===== config.mk =====
export PLATFORM = sky130hd
export DESIGN_NAME = uart_tx_arb_2_a_1
export DESIGN_NICKNAME = d
export VERILOG_FILES = /design/src/rtl/uart_pkg.sv /design/src/rtl/rr_arb_2.sv /design/src/rtl/uart_tx_arb_2_a_1.sv
export SDC_FILE = /design/constraint.sdc
export NUM_CORES = 1
export LEC_CHECK = 0
export ABC_CLOCK_PERIOD_IN_PS = 1550
export CORE_ASPECT_RATIO = 1.2
export CORE_MARGIN = 2
export CORE_UTILIZATION = 35
export DETAILED_ROUTE_END_ITERATION = 12
export GPL_TIMING_DRIVEN = 0
export PLACE_DENSITY_LB_ADDON = 0.1
export SYNTH_ARGS = -nofsm -noshare
export SYNTH_HDL_FRONTEND = slang
export SYNTH_HIERARCHICAL = 1
export SYNTH_SLANG_ARGS = --single-unit
export TNS_END_PERCENT = 100

===== constraint.sdc =====
create_clock -name clk_i -period 1.55 [get_ports clk_i]
set_clock_uncertainty 0.05 [all_clocks]
set_input_delay 0.31 -clock clk_i [delete_from_list [all_inputs] [get_ports clk_i]]
set_output_delay 0.31 -clock clk_i [all_outputs]
set_load 0.03 [all_outputs]

===== src/rtl/uart_pkg.sv =====
`default_nettype none
// ============================================================================
// Module      : uart_pkg
// Description : Shared types and constants for the UART transmit merge path.
//               Provides the default byte width, the source tag type and the
//               output-register state type.
// Revision    : 1.0 - initial release
// ============================================================================
package uart_pkg;

    // Default byte width of every data channel
    localparam int unsigned DATA_W_DEF = 8;

    // Source tag carried with each output byte
    typedef enum logic {SRC_0, SRC_1} uart_src_e;

    // Output register occupancy
    typedef enum logic {ST_EMPTY, ST_FULL} arb_state_e;

endpackage : uart_pkg
`default_nettype wire


===== src/rtl/rr_arb_2.sv =====
`default_nettype none
// ============================================================================
// Module      : rr_arb_2
// Description : Two-requester round-robin grant logic, purely combinational.
//               A lone requester always wins; on collision the requester that
//               did not win last time is granted.
// Ports       : valid_i[1:0]   request from channel 0 / channel 1
//               last_i         index of the most recently granted channel
//               grant_valid_o  some channel is granted
//               grant_idx_o    granted channel index (SRC_0 when no grant)
// Revision    : 1.0 - initial release
// ============================================================================
module rr_arb_2
    import uart_pkg::*;
(
    input  logic [1:0] valid_i,
    input  uart_src_e  last_i,
    output logic       grant_valid_o,
    output uart_src_e  grant_idx_o
);

    always_comb begin
        grant_valid_o = |valid_i;
        grant_idx_o   = SRC_0;
        case (valid_i)
            2'b01:   grant_idx_o = SRC_0;
            2'b10:   grant_idx_o = SRC_1;
            // Collision: hand the grant to whoever did not win last time
            2'b11:   grant_idx_o = (last_i == SRC_0) ? SRC_1 : SRC_0;
            default: grant_idx_o = SRC_0;
        endcase
    end

endmodule : rr_arb_2
`default_nettype wire


===== src/rtl/uart_tx_arb_2_a_1.sv =====
`default_nettype none
// ============================================================================
// Module      : uart_tx_arb_2_a_1
// Description : Merges the CPU store byte stream (channel 0) and the DMA /
//               peripheral byte stream (channel 1) onto the single UART TX
//               path. Round-robin on collision, one-entry registered output
//               stage, each output byte tagged with its source channel.
// Ports       : clk_i, rst_ni                 clock, async active-low reset
//               in1_data_i/valid_i/ready_o    channel 0 handshake
//               in2_data_i/valid_i/ready_o    channel 1 handshake
//               out_data_o/src_o/valid_o      registered byte to TX shifter
//               out_ready_i                   TX shifter takes the byte
// Revision    : 1.0 - initial release
// ============================================================================
module uart_tx_arb_2_a_1
    import uart_pkg::*;
#(
    parameter int unsigned DATA_W = DATA_W_DEF
) (
    input  logic              clk_i,
    input  logic              rst_ni,
    input  logic [DATA_W-1:0] in1_data_i,
    input  logic              in1_valid_i,
    output logic              in1_ready_o,
    input  logic [DATA_W-1:0] in2_data_i,
    input  logic              in2_valid_i,
    output logic              in2_ready_o,
    output logic [DATA_W-1:0] out_data_o,
    output logic              out_src_o,
    output logic              out_valid_o,
    input  logic              out_ready_i
);

    localparam logic [0:0] S_EMPTY = ST_EMPTY;
    localparam logic [0:0] S_FULL  = ST_FULL;

    logic [0:0]        state_q, state_d;
    logic [DATA_W-1:0] data_q,  data_d;
    uart_src_e         src_q,   src_d;
    uart_src_e         last_q,  last_d;

    logic              grant_valid;
    uart_src_e         grant_idx;
    logic              can_load;
    logic              accept;

    rr_arb_2 u_arb (
        .valid_i       ({in2_valid_i, in1_valid_i}),
        .last_i        (last_q),
        .grant_valid_o (grant_valid),
        .grant_idx_o   (grant_idx)
    );

    // Register can take a new byte when empty, or when the current byte
    // leaves in this same cycle.
    assign can_load = (state_q == S_EMPTY) | out_ready_i;
    assign accept   = can_load & grant_valid;

    assign in1_ready_o = accept & (grant_idx == SRC_0);
    assign in2_ready_o = accept & (grant_idx == SRC_1);

    assign out_valid_o = (state_q == S_FULL);
    assign out_data_o  = data_q;
    assign out_src_o   = src_q;

    always_comb begin
        state_d = state_q;
        data_d  = data_q;
        src_d   = src_q;
        last_d  = last_q;
        if (accept) begin
            state_d = S_FULL;
            data_d  = (grant_idx == SRC_1) ? in2_data_i : in1_data_i;
            src_d   = grant_idx;
            last_d  = grant_idx;
        end else if ((state_q == S_FULL) && out_ready_i) begin
            state_d = S_EMPTY;
        end
    end

    // last_q resets to channel 1 so channel 0 wins the first collision
    always_ff @(posedge clk_i or negedge rst_ni) begin
        if (!rst_ni) begin
            state_q <= S_EMPTY;
            data_q  <= '0;
            src_q   <= SRC_0;
            last_q  <= SRC_1;
        end else begin
            state_q <= state_d;
            data_q  <= data_d;
            src_q   <= src_d;
            last_q  <= last_d;
        end
    end

endmodule : uart_tx_arb_2_a_1
`default_nettype wire


Word level (Yosys, flattened, before mapping)

Cells that the tools add are included.

Flip-flop bits (word level): 11
Word-level logic and storage cells: 20

Equality and inequality tests: 2
Muxes and demuxes: 5
Bitwise gates (word level): 6
Reductions and logical operators: 3

Operators with widths:

| operator                              | number |
|---|---|
| two-way mux 8 bit                     | 1 |
| == test 2 bit (second input constant) | 2 |
| AND 1 bit                             | 3 |
| two-way mux 1 bit                     | 3 |
| NOT 1 bit                             | 2 |
| case mux 1 bit (2 select lines)       | 1 |
| nonzero test 2 bit                    | 1 |
| OR reduction 2 bit                    | 1 |
| logical AND 1 bit                     | 1 |
| bitwise OR 1 bit                      | 1 |

Depth between registers and ports, before layout

Word-level depth: 4
Depth in mapped cells: 5
Depth with buffers taken out: 3

Hierarchy

Netlist, hierarchy kept.

Modules (own cells, without submodules):

| module            | times used | cells each | area an instance (um2) | seq. area each (um2) |
|---|---|---|---|---|
| uart_tx_arb_2_a_1 | 1          | 47         | 543.0                  | 276.5 |
| rr_arb_2          | 1          | 2          | 13.8                   | 0.0 |

Worst setup path after synthesis

No wires, ideal clock.

Path type: reg-to-output
From: register state_q (netlist: out_valid_o)
To: output port in1_ready_o
Arrival: 1.219 ns
Slack: -0.029 ns
Stages on the path, launching flop included: 5
Cell sequence: dfrtp_1 nand2b_4 buf_6 nand2_1 nor2_1

Word-level cells in the longest chain between the ends: 4

RTL lines:

| element                  | line                    | text |
|---|---|---|
| start: declaration       | uart_tx_arb_2_a_1.sv:37 | `logic [0:0] state_q, state_d;` |
| start signal: assignment | uart_tx_arb_2_a_1.sv:89 | `state_q <= state_d;` |
| NOT 1 bit                | uart_tx_arb_2_a_1.sv:56 | `assign can_load = (state_q == S_EMPTY) \| out_ready_i;` |
| bitwise OR 1 bit         | uart_tx_arb_2_a_1.sv:56 |  |
| AND 1 bit                | uart_tx_arb_2_a_1.sv:57 | `assign accept = can_load & grant_valid;` |
| AND 1 bit                | uart_tx_arb_2_a_1.sv:59 | `assign in1_ready_o = accept & (grant_idx == SRC_0);` |
| end: declaration         | uart_tx_arb_2_a_1.sv:24 | `output logic in1_ready_o,` |

Every way passes these cells.

Worst setup path after layout

From: input port in2_valid_i
To: output port in2_ready_o

Word-level cells in the longest chain between the ends: 3

RTL lines:

| element               | line                    | text |
|---|---|---|
| start: declaration    | uart_tx_arb_2_a_1.sv:26 | `input logic in2_valid_i,` |
| OR reduction 2 bit    | rr_arb_2.sv:23          | `grant_valid_o = \|valid_i;` |
| named net grant_valid | uart_tx_arb_2_a_1.sv:42 | `logic grant_valid;` |
| AND 1 bit             | uart_tx_arb_2_a_1.sv:57 |  |
| AND 1 bit             | uart_tx_arb_2_a_1.sv:60 | `assign in2_ready_o = accept & (grant_idx == SRC_1);` |
| end: declaration      | uart_tx_arb_2_a_1.sv:27 | `output logic in2_ready_o,` |

The timed path passes the listed nets, and every way through them passes these cells.

==> implementation parameters <==
Parameter                              Value

Synth
  Top post-synthesis cells by count ... 10 x dfrtp_1, 8 x a21oi_1, 8 x a31oi_1, 8 x mux2i_1
  Cell Area, Synth ... 557 sq um
  Number of enable-type register cells in the synthesized netlist ... 0
  FFs w/ async S/R, synth ... 100%
  Average cell area after synthesis ... 11.4 sq um
  Post-synth net total ... 70
  Top FF cell, synth ... dfrtp_1
  Cell with the most instances after synthesis ... dfrtp_1
  Unique masters post-synth ... 16
  Ys Warns ... 6
  Top cell type by total area after synthesis ... dfrtp_1
  Synthesized netlist cell count ... just under 50
  Share of the synthesized area in the top cell type ... 44.9%
  Sequential element share of the synthesized area ... 49.7%
  Synth area leaders ... dfrtp_1 45%, mux2i_1 14%, a31oi_1 9.0%
  Number of flip-flops and latches in the synthesized netlist ... 11

Timing
  Final number of hold-violating endpoints ... 0
  Top achievable clock speed ... 0.639 GHz
  Final TNS setup ... -0.0141 ns
  Post-layout worst setup margin ... -0.0141 ns
  Least-Margin Pin Slew ... just under 0.5 ns
  Ratio of final minimum period to clock period ... 101%
  Number of pins exceeding their max-slew limit in the final report ... 0
  Unrepaired setup endpoints after global routing ... true
  Minimum clock period ... approximately 1.6 ns
  Setup violation total in the final timing report ... 1
  Tightest slew margin relative to the limit ... 67.7%

Place
  Half-perimeter wire length after detailed placement ... approximately 910 microns
  Final GP Congestion ... 0.673
  Count of port buffers added during placement ... 32
  Worst slack at placement ... -0.847 ns

Pwr
  Switching Fraction ... 32.8%
  Sw Pwr ... 0.000285 W
  Total internal power ... 0.000582 W
  Leakage dissipation ... about 0.44 nW
  Power density of the placed cells ... roughly 890 mW/mm^2
  Gate power share ... 37.3%
  Peak supply drop ... approximately 0.57 mV
  Part of the total power dissipated in sequential elements ... 40.8%
  Fraction of power consumed by the clock network ... 21.8%

Drt
  Number of DRC markers in iteration 0 ... 13
  Number of vias per cell after detailed routing ... around 5.0
  Total detailed-routing wirelength ... 1.28 mm
  Via total after detailed routing ... ~530
  Count of nets left with antenna violations after detail routing ... 0
  Remaining routing DRC violations ... 0
  WL per Instance ... 12.1 microns
  Detailed Routing Iterations Pass 1 ... 2

Clocking
  TritonCTS clock tree ... yes
  Clock latency on the worst-skew pair ... 0.26 ns
  Post-CTS clock slew at the launch and capture registers of the worst setup and hold paths ... 0.07 ns
  Clock root buffer ... clkbuf_4
  Number of clock sinks ... 11
  Number of buffers inserted for hold repair after clock tree synthesis ... 0
  Number of buffers inserted during clock tree synthesis ... 3
  H-Tree Level Count ... 1
  CTS max path bufs ... 2

GRT
  Residual overflow from global routing ... 0
  Pin count of the biggest net entering global routing ... 12
  GR Util All Layers ... approximately 16%
  First-pass GRT wire length ... 2.15 mm
  Number of antenna violations at the first check in global routing ... 0
  Vias in the first global route ... 525

Die
  Number of top-level pins ... 33
  Die height ... 47.7 microns
  Std cell rows ... 15
  Die ar. ... 0.00193 sq mm
  Die outline width ... 40.4 microns
  Initial cell density of the core ... a little under two fifths
  Placeable core area ... 0.00146 sq mm

Final layout
  Share of cells above drive strength 1 ... 22.5%
  Number of nets in the layout ... 111
  Relative area change from synthesis to final layout ... 73.9%
  Number of diodes added for antenna fixing ... 0

Job
  Number of max-cap violations ... 0

Worst setup path
  CP required ... 1.19 ns
  Flop-to-flop setup slack ... between 0.2 and 0.3 ns
  Critical Path End Type ... primary output
  Critical setup path kind ... in -> out
  Largest fanout of any net on the critical path ... 3
  Slowest stage cell on the critical path ... dlygate4sd2_1
  Number of cells on the worst reg-to-reg path ... 4
  Most numerous cell on the critical path ... buf_6
  Arrival time reported for the critical path endpoint ... 1.20 ns
  Reg2Reg Capture Point ... out_data_o[7]
  Start of the worst register-to-register path ... last_q
  Nature of the critical path startpoint ... input port
  Worst-path cell chain ... dlygate4sd2_1, or2_1, buf_6, and3_4, buf_6
  Crit-path max cell delay ... about 0.24 ns

Outcome
  Violated checks ... setup timing
  Outcome ... complete, but fails checks

Min path
  Type of the worst min-delay path ... in -> async
-- sequential cells by signal, summed over array words and instances (netlist names) --
register and cells:
out_src_o 1, out_valid_o 1, last_q 1, out_data_o 8
-- cell families (layout without fill, tap and decap cells) --
family	Yosys count	count (layout)	share of synthesized area, %
AO/OA/AOI/OAI	19	19	20.2
buffers and inverters	5	45	7.64
flip-flops	11	11	49.7
multiplexers	8	8	14.4
AND/OR/NAND/NOR	6	6	8.09
-- worst max-delay path: cells and delay by family --
family / cells / cell delay (ns)
AND/OR/NAND/NOR: 2 / 0.39
buffers and inverters: 3 / 0.50
-- how the worst max path moves through the flow --
stage / from / endpoint / slack, ns / cells after the start
6_report: in2_valid_i / in2_ready_o / -0.01 / 5
5_1_grt: last_q / in2_ready_o / -0.06 / 3
4_1_cts: last_q / in2_ready_o / -0.07 / 4
3_5_place_dp: in2_valid_i / in2_ready_o / -0.85 / 5
3_3_place_gp: in2_valid_i / in2_ready_o / -0.85 / 5
2_1_floorplan: out_valid_o / in1_ready_o / 0.1 / 4
-- layer usage --
layer  wire [microns]  global-route usage, %  vias to the layer above  share of wire [%]
met5                0                      0                        -                  0
met4                0                   4.00                        0                  0
met3               66                   2.79                        0                5.2
met2              701                   30.5                       21                 55
met1              512                   18.9                      245                 40
li1                 -                      -                      260                  -
-- power by group through the flow --
stage | combinational (W) | clock (W) | sequential, W
after floorplan | 0.000105 | 0 | 0.000432
after global placement | 0.000333 | 0 | 0.000358
after detailed placement | 0.000336 | 0 | 0.000358
after CTS | 0.000329 | 0.000196 | 0.000353
after global routing | 0.000351 | 0.000203 | 0.000359
final | 0.000324 | 0.000189 | 0.000354
-- cell usage in the layout, fill, tap and decap left out --
| master | Yosys | final |
|---|---|---|
| clkdlybuf4s50_1 | 0 | 17 |
| dlygate4sd2_1 | 0 | 12 |
| dfrtp_1 | 10 | 10 |
| mux2i_1 | 8 | 8 |
| a21oi_1 | 8 | 8 |
| a31oi_1 | 8 | 8 |
| buf_4 | 2 | 6 |
| buf_6 | 2 | 4 |
| clkbuf_4 | 0 | 3 |
| a21o_1 | 2 | 2 |
| nand2b_4 | 1 | 1 |
| nand2_4 | 0 | 1 |
| nor2_4 | 0 | 1 |
| and3_4 | 1 | 1 |
| buf_2 | 1 | 1 |
| nand2b_1 | 1 | 1 |
| clkbuf_1 | 0 | 1 |
| clkdlybuf4s15_1 | 0 | 1 |
| dfstp_2 | 1 | 1 |
| a21boi_4 | 0 | 1 |
| or2_1 | 1 | 1 |
-- area by class of cell --
cell class,instances,area [sq um]
repair buffers,38,353
flip-flops and latches,11,277
fillers,137,495
plain buffers,3,27.5
multi-input cells,33,264
clock buffers,4,26.3
well taps,17,21.3
-- stage by stage --
stage | instances | util (%) | instance area, sq um | total power, W | hold WS, ns
floorplan | 49 | - | 559 | 0.000537 | -0.0356
global placement | 98 | 61.5 | 901 | 0.000691 | 0.410
detailed placement | 98 | 61.5 | 901 | 0.000694 | 0.416
CTS | 107 | 66.3 | 971 | 0.000878 | 0.343
global route | 106 | 66.2 | 968 | 0.000913 | 0.362
finish | 106 | 66.2 | 968 | 0.000867 | 0.328
-- what timing repair did --
item                       CTS  global route
setup endpoints to repair   12             2
pin swaps                    4             2
resized for setup           33             2
setup buffers                6             0
Note: power is estimated with default switching activity, not from simulation.
